[config.mk]
export PLATFORM = sky130hd
export DESIGN_NAME = manch_rx_ctrl
export DESIGN_NICKNAME = d
export VERILOG_FILES = /design/src/rtl/manch_rx_ctrl.sv
export SDC_FILE = /design/constraint.sdc
export NUM_CORES = 1
export LEC_CHECK = 0
export BUFFER_PORTS_ARGS = -buffer_cell sky130_fd_sc_hd__buf_2
export CORE_ASPECT_RATIO = 1.2
export CORE_MARGIN = 8
export CORE_UTILIZATION = 60
export CTS_BUF_LIST = sky130_fd_sc_hd__clkbuf_2
export CTS_CLUSTER_DIAMETER = 150
export DETAILED_ROUTE_END_ITERATION = 10
export GPL_ROUTABILITY_DRIVEN = 0
export GPL_TIMING_DRIVEN = 0
export PLACE_DENSITY = 0.85
export SETUP_SLACK_MARGIN = 0.5
export SLEW_MARGIN = 20
export SYNTH_ARGS = -nofsm -noshare
export SYNTH_HDL_FRONTEND = slang
export SYNTH_SLANG_ARGS = --single-unit
[constraint.sdc]
create_clock -name clk16x -period 3.7 [get_ports clk16x]
set_input_delay 0.185 -clock clk16x [delete_from_list [all_inputs] [get_ports clk16x]]
set_output_delay 0.185 -clock clk16x [all_outputs]
set_load 0.1 [all_outputs]
[src/rtl/manch_rx_ctrl.sv]
// manch_rx_ctrl: takes bytes from an asynchronous Manchester decoder through
// a dec_ready / dec_rdn handshake and buffers them in a small show-ahead FIFO.
// Optional frame-end timeout is built only when MANCH_RX_TIMEOUT_EN is defined;
// without it frame_end is tied low and no idle counter exists.
module manch_rx_ctrl #(
  parameter int DEPTH       = 4,
  parameter int IDLE_CYCLES = 48
) (
  input  logic                     rst,
  input  logic                     clk16x,
  input  logic                     mdi,
  input  logic [7:0]               dec_dout,
  input  logic                     dec_ready,
  output logic                     dec_rdn,
  input  logic                     rd_en,
  output logic [7:0]               rd_data,
  output logic                     rd_valid,
  output logic [$clog2(DEPTH):0]   fifo_level,
  output logic                     overrun,
  input  logic                     clr_ovr,
  output logic                     frame_end
);

  localparam int AW = $clog2(DEPTH);

  typedef enum logic [1:0] {IDLE, CAPTURE, ACK} state_t;

  state_t state_q, state_d;

  logic rdy_s1, rdy_s2, rdy_d, rise_q;
  logic rdy_rise;

  logic [7:0]    mem [DEPTH];
  logic [AW-1:0] wr_ptr, rd_ptr;
  logic [AW:0]   count;
  logic          cap, full, push, pop, drop;

  // dec_ready crosses from the decoder domain; the edge pulse is registered
  // once more so a byte lands in the FIFO on the 4th edge after first sample
  always_ff @(posedge clk16x or posedge rst) begin
    if (rst) begin
      rdy_s1 <= 1'b0;
      rdy_s2 <= 1'b0;
      rdy_d  <= 1'b0;
      rise_q <= 1'b0;
    end else begin
      rdy_s1 <= dec_ready;
      rdy_s2 <= rdy_s1;
      rdy_d  <= rdy_s2;
      rise_q <= rdy_rise;
    end
  end

  assign rdy_rise = rdy_s2 & ~rdy_d;

  // handshake state register
  always_ff @(posedge clk16x or posedge rst) begin
    if (rst) state_q <= IDLE;
    else     state_q <= state_d;
  end

  // handshake next state; capture lasts exactly one cycle, ACK holds until
  // the decoder drops dec_ready
  always_comb begin
    state_d = state_q;
    case (state_q)
      IDLE:    if (rise_q) state_d = CAPTURE;
      CAPTURE: state_d = ACK;
      ACK:     if (!rdy_s2) state_d = IDLE;
      default: state_d = IDLE;
    endcase
  end

  assign dec_rdn = (state_q != ACK);

  // FIFO control: a pop frees the slot the concurrent push needs, so a full
  // FIFO only drops when nobody is reading on the capture edge
  assign cap  = (state_q == CAPTURE);
  assign full = (count == (AW+1)'(DEPTH));
  assign pop  = rd_en && (count != '0);
  assign push = cap && (!full || pop);
  assign drop = cap && full && !pop;

  // pointers, occupancy and sticky overrun (set beats clear)
  always_ff @(posedge clk16x or posedge rst) begin
    if (rst) begin
      wr_ptr  <= '0;
      rd_ptr  <= '0;
      count   <= '0;
      overrun <= 1'b0;
    end else begin
      if (push) wr_ptr <= wr_ptr + 1'b1;
      if (pop)  rd_ptr <= rd_ptr + 1'b1;
      count <= count + (AW+1)'(push) - (AW+1)'(pop);
      if (drop)         overrun <= 1'b1;
      else if (clr_ovr) overrun <= 1'b0;
    end
  end

  // storage array; contents are don't-care while unoccupied
  always_ff @(posedge clk16x) begin
    if (push) mem[wr_ptr] <= dec_dout;
  end

  assign rd_valid   = (count != '0);
  assign rd_data    = rd_valid ? mem[rd_ptr] : 8'h00;
  assign fifo_level = count;

`ifdef MANCH_RX_TIMEOUT_EN
  localparam int CW = $clog2(IDLE_CYCLES + 1);

  logic          mdi_s1, mdi_s2, mdi_d;
  logic [CW-1:0] idle_cnt;
  logic          byte_seen, mdi_edge, fire;

  assign mdi_edge = mdi_s2 ^ mdi_d;
  assign fire     = !mdi_edge && (idle_cnt == CW'(IDLE_CYCLES - 1)) && byte_seen;

  // line idle timer: restarts on any line transition, saturates at the
  // threshold so a long idle line yields a single frame_end
  always_ff @(posedge clk16x or posedge rst) begin
    if (rst) begin
      mdi_s1    <= 1'b0;
      mdi_s2    <= 1'b0;
      mdi_d     <= 1'b0;
      idle_cnt  <= '0;
      byte_seen <= 1'b0;
      frame_end <= 1'b0;
    end else begin
      mdi_s1 <= mdi;
      mdi_s2 <= mdi_s1;
      mdi_d  <= mdi_s2;
      if (mdi_edge)                           idle_cnt <= '0;
      else if (idle_cnt != CW'(IDLE_CYCLES))  idle_cnt <= idle_cnt + 1'b1;
      byte_seen <= cap | (byte_seen & ~fire);
      frame_end <= fire;
    end
  end
`else
  logic unused_mdi;
  assign unused_mdi = mdi;
  assign frame_end  = 1'b0;
`endif

endmodule

==> metrics.cfg, run 1 <==
[clock_tree]
insertion_delay_ps=390
ctsHtreeMaxLevel=2
path_clk_slew_ps=190
clk_path_buf_depth=2
cts_root_buf=clkbuf_2
cts_tree=yes
postCtsSetupRepairBufs=0
postCtsHoldBufs=11
cts_buffers=5
ctsResizeCount=0
clock-sinks=46

[worst_setup_path]
startpoint_type=flip-flop
crit_type=reg -> reg
path_cells=or3_2, and2_1, ha_1, inv_1, ha_1, fa_1, xnor2_1, xnor2_1
reg2reg_depth=8
cp.required_ps=4030
cp_slowest_stage_delay_ps=490
r2r_end=fifo_level[2]
r2r-start=fifo_level[1]
arrival_ps=2770
rrSetupSlack_ps=1260
crit_slowest_cell=or3_2
cp-end-kind=flip-flop
critPathMaxFanout=4

[yosys]
syn-cell-area_sq_um=1870
avgSynthCellArea_sq_um=17.9
ys_warn_count=0
yosys_register_bits=46
netlist_instances=104
syn_nets=125
synth_cell_types=25
ys_seq_area_share_pct=70.2

[floorplan]
fp.dieArea_sq_um=5160
fp-row-count=22
ioPinCount=29
die_h_um=77.1
die_x_um=66.9
start_util_pct=61.7
coreArea_sq_um=3030

[global_route]
grt_max_degree=15
grt_pass1_wl_um=5090
overflow=0
grt_pass1_vias=1088
grtUsageTotal_pct=13.5
antenna_found_initial=0

[detailed_routing]
viasPerCell=5.22
detail_route.wl_per_cell_um=17.0
route.vias.total=966
dr.pass1.iters=4
drc=0
drt-total-wl_um=3140
ant_nets=0
drt-initial-drc-count=66

[timing]
finalHoldViolations=0
fin_crit_ps=2440
setup_viol=0
hold_ws_ps=89.8
tns_ps=0
worst_pin_slew_ps=572
timing.final.crit_share_pct=65.9
slew_viol_final=0
skew_ps=5.11
slew_headroom_pct=61.8
max_clock_freq_mhz=410
rsz0062_at_grt=no

[layout]
fin_nets=169
n_antenna_cell=0
drive_above_1_share_pct=36.2
nFillCells=201
area_delta_synth_final_pct=17.4

[place]
port_buffers=26

[hold_path]
hp-class=in -> reg
min-delay-start=rd_en
holdPathStages=3
min_to=overrun

[run]
max-cap-violations=0

[run_status]
outcome=complete, no violations

-- cells in the final DEF (no fill, tap or decap), types with 6 or more instances in the layout --
master         synthesis  routed
dfrtp_1               14      14
edfxtp_1              32      32
buf_2                  1      27
ha_1                   6       6
dlygate4sd3_1          0      11
mux4_2                 8       8
clkbuf_2               0       8
inv_1                  9       9
and2_1                 9       9
-- worst max-delay path: cells and delay by family, from the launching register on --
family / cells / cell delay [ps]
DFF: 1 / 440
and+or+nand+nor: 2 / 690
buffers and inverters: 1 / 40
xor gates and xnor gates: 2 / 360
adders and majority gates: 3 / 850
-- registers in the layout, summed over array words and instances (netlist names) --
name        cells
mem            32
fifo_level      3
rd_ptr          2
state_q         2
wr_ptr          2
overrun         1
rdy_d           1
rdy_s1          1
rdy_s2          1
rise_q          1
-- per-stage QoR --
step                      utilization (%)  setup WS [ps]  cell area (sq um)  std cells
after floorplan                         -            897               1870        104
after global placement               67.5           1370               2040        166
after detailed placement             67.5           1310               2040        166
after CTS                            72.4           1270               2190        185
after global routing                 72.4           1150               2190        185
final                                72.4           1260               2190        185
-- cells by family (layout without fill, tap and decap cells) --
family	Yosys count	after routing	synth area share (%)
and+or+nand+nor	21	21	8.18
buffers and inverters	13	58	2.88
AOI/OAI and AO/OA	2	2	0.603
other	1	1	0.201
xor gates and xnor gates	5	5	2.35
adders and majority gates	7	7	5.09
muxes	9	9	10.5
DFF	46	46	70.2
-- synthesized netlist by cell type --
| cell | count | share of area (%) |
|---|---|---|
| conb_1 | 1 | 0.20 |
| or3_2 | 1 | 0.40 |
| or2b_2 | 1 | 0.47 |
| dfrtp_1 | 14 | 19 |
| nor3b_1 | 1 | 0.40 |
| mux4_2 | 8 | 9.7 |
| o21ai_0 | 1 | 0.27 |
| inv_1 | 9 | 1.8 |
| nor2b_4 | 1 | 0.74 |
| nand2b_1 | 1 | 0.34 |
| nand3_1 | 1 | 0.27 |
| buf_4 | 1 | 0.40 |
| fa_1 | 1 | 1.1 |
| nor2_1 | 1 | 0.20 |
| or4b_4 | 1 | 0.74 |
| and2_2 | 4 | 1.6 |
| edfxtp_1 | 32 | 51 |
| o22ai_1 | 1 | 0.34 |
| buf_2 | 1 | 0.27 |
| ha_1 | 6 | 4.0 |
| xor2_1 | 1 | 0.47 |
| clkbuf_1 | 2 | 0.40 |
| xnor2_1 | 4 | 1.9 |
| mux2_4 | 1 | 0.80 |
| and2_1 | 9 | 3.0 |
-- per-layer routing --
layer | routed length (um) | track usage [%]
met1 | 1180 | 14.4
met2 | 1720 | 22.6
met3 | 188 | 5.09
met4 | 55 | 6.50
met5 | 0 | 0
-- area by class of cell --
| cell class | instances | area [sq um] | share of cell area [%] |
|---|---|---|---|
| flip-flops and latches | 46 | 1310 | 59.8 |
| multi-input cells | 45 | 502 | 22.9 |
| repair buffers | 37 | 240 | 11.0 |
| well taps | 36 | 45.0 | 2.05 |
| clock buffers | 7 | 35.0 | 1.60 |
| inverters | 9 | 33.8 | 1.54 |
| plain buffers | 4 | 21.3 | 0.970 |
| clock inverters | 1 | 3.75 | 0.171 |
-- how the worst max path moves through the flow --
stage	depth (start not counted)	end	slack (ps)	from
floorplan	9	fifo_level[2]	900	fifo_level[2]
CTS	8	fifo_level[2]	1270	fifo_level[1]
finish	8	fifo_level[2]	1260	fifo_level[1]
global placement	8	fifo_level[2]	1370	fifo_level[1]
detailed placement	8	fifo_level[2]	1310	fifo_level[1]
global route	8	fifo_level[2]	1150	fifo_level[1]
Power of run 1 is not shown: default switching activity piles up to over one toggle a cycle in this logic, so the estimate is an artifact.
==> inputs of run 2 (changes only) <==
- ABC_AREA: default -> 1
- CORE_UTILIZATION: 60 -> 53
- PLACE_DENSITY: 0.85 -> 0.79
- clock period: 3.7 -> 2.2 ns (I/O delays scaled with it)
==> metrics.cfg, run 2 <==
[timing]
fin_crit_ps=1940
slew_headroom_pct=46.1
worst_pin_slew_ps=806
finalHoldViolations=0
rsz0062_at_grt=yes
tns_ps=0
skew_ps=27.8
slew_viol_final=0
timing.final.crit_share_pct=88.0
max_clock_freq_mhz=517
setup_viol=0

[global_route]
grt_pass1_vias=1470
overflow=0
antenna_found_initial=0
grtUsageTotal_pct=15.3
grt_max_degree=15
grt_pass1_wl_um=7140

[clock_tree]
clk_path_buf_depth=2
cts_buffers=5
cts_tree=yes
ctsHtreeMaxLevel=2
clock-sinks=46
insertion_delay_ps=410
cts_root_buf=clkbuf_2
path_clk_slew_ps=200

[worst_setup_path]
cp-startpoint=fifo_level[0]
critPathMaxFanout=3
arrival_ps=2300
cp-end-kind=flip-flop
r2r-start=fifo_level[0]
cp.required_ps=2560
crit_type=reg -> reg
startpoint_type=flip-flop

[detailed_routing]
detail_route.wl_per_cell_um=15.3
drt-initial-drc-count=34
ant_nets=0
dr.pass1.iters=4
viasPerCell=4.77
drc=0
drt-total-wl_um=4770
route.vias.total=1485

[floorplan]
start_util_pct=53.9
fp.dieArea_sq_um=6140
fp-row-count=25
die_h_um=84.2
coreArea_sq_um=3820
die_x_um=72.9
ioPinCount=29

[layout]
fin_area_sq_um=2930
largest_reg_flops=32
n_antenna_cell=0
fin_util_pct=76.9
final_cell_mix=45 x inv_1, 36 x nand2_1, 32 x edfxtp_1, 18 x buf_2
drive_above_1_share_pct=38.5
area_delta_synth_final_pct=42.7
regMostFlops=mem
final_common_cell=inv_1
fin_nets=277

[yosys]
synthFlopType=edfxtp_1
async_flop_share_pct=30.4
avgSynthCellArea_sq_um=10.3
synth_cell_types=20
ys_warn_count=0
syn-cell-area_sq_um=2060
netlist_instances=199
synth_edf_count=32
yosysMostFrequentCell=inv_1
synth_area_leaders=edfxtp_1 47%, dfrtp_1 17%, inv_1 9.1%, nand2_1 8.8%, nand3_1 4.1%
yosysTopAreaCell=edfxtp_1
synth.cells.most_frequent=50 x inv_1, 48 x nand2_1, 32 x edfxtp_1
synth_top_area_share_pct=46.7
syn_nets=220
yosys_register_bits=46
ys_seq_area_share_pct=63.8

[place]
port_buffers=26
dpl.hpwl_um=2670
placed_area_sq_um=2410

[run]
max-cap-violations=0

[hold_path]
min-delay-start=rd_en
hp-class=in -> reg

[run_status]
outcome=complete, no violations

run 2: worst paths after layout:
kind                       depth (start not counted)       endpoint  slack (ps)
min in group asynchronous                          3      wr_ptr[0]         250
setup / recovery                                   8  fifo_level[1]         260
max in group asynchronous                          3  fifo_level[0]        1570
setup reg to reg                                   8  fifo_level[1]         260
hold / removal                                     4      rd_ptr[1]         130
hold reg to reg                                    0         rdy_s2         380
run 2: layout make-up:
class	count	area (sq um)
inverter	51	210
tap	54	67.6
fill	244	883
multi-input combinational	97	724
clock buffer	7	35.0
sequential	46	1320
clock inverter	1	3.75
timing repair buffer	50	509
buffer	5	60.1
run 2: worst max-delay path, stage by stage (launching register included):
cell and delay (ps):
dfrtp_4 540, nor2_4 200, nand2_8 80, nand2_4 80, inv_4 40, ha_4 270, inv_4 30, ha_4 150
fa_2 500
run 2: cell families (layout without fill, tap and decap cells):
family | Yosys count | after routing | synth area share (%)
other | 1 | 1 | 0.182
and+or+nand+nor | 76 | 76 | 15.3
adders and majority gates | 7 | 7 | 4.63
AOI/OAI and AO/OA | 11 | 11 | 2.92
DFF | 46 | 46 | 63.8
buffers and inverters | 56 | 114 | 12.3
xor gates and xnor gates | 2 | 2 | 0.852
run 2: routing by layer:
metal / GRT usage [%] / vias up / share of wire (%)
met3: 4.89 / 9 / 4.8
met5: 0 / - / 0
met1: 16.8 / 714 / 37
met2: 26.5 / 36 / 57
li1: - / 726 / -
met4: 5.29 / 0 / 1.7
run 2: what timing repair did:
action	CTS	global route
endpoints found under the hold margin	48	0
setup buffers	7	4
resized for setup	38	26
cloned	0	2
pin swaps	6	14
hold buffers	11	0
setup endpoints to repair	43	43
run 2: per-stage QoR:
stage	hold WS [ps]	instances	setup slack [ps]
finish	132	311	264
detailed placement	183	279	125
CTS	23.7	305	290
global placement	166	279	150
floorplan	-0.720	199	40.3
global route	119	311	233
Power of run 2 is left out for the same reason.
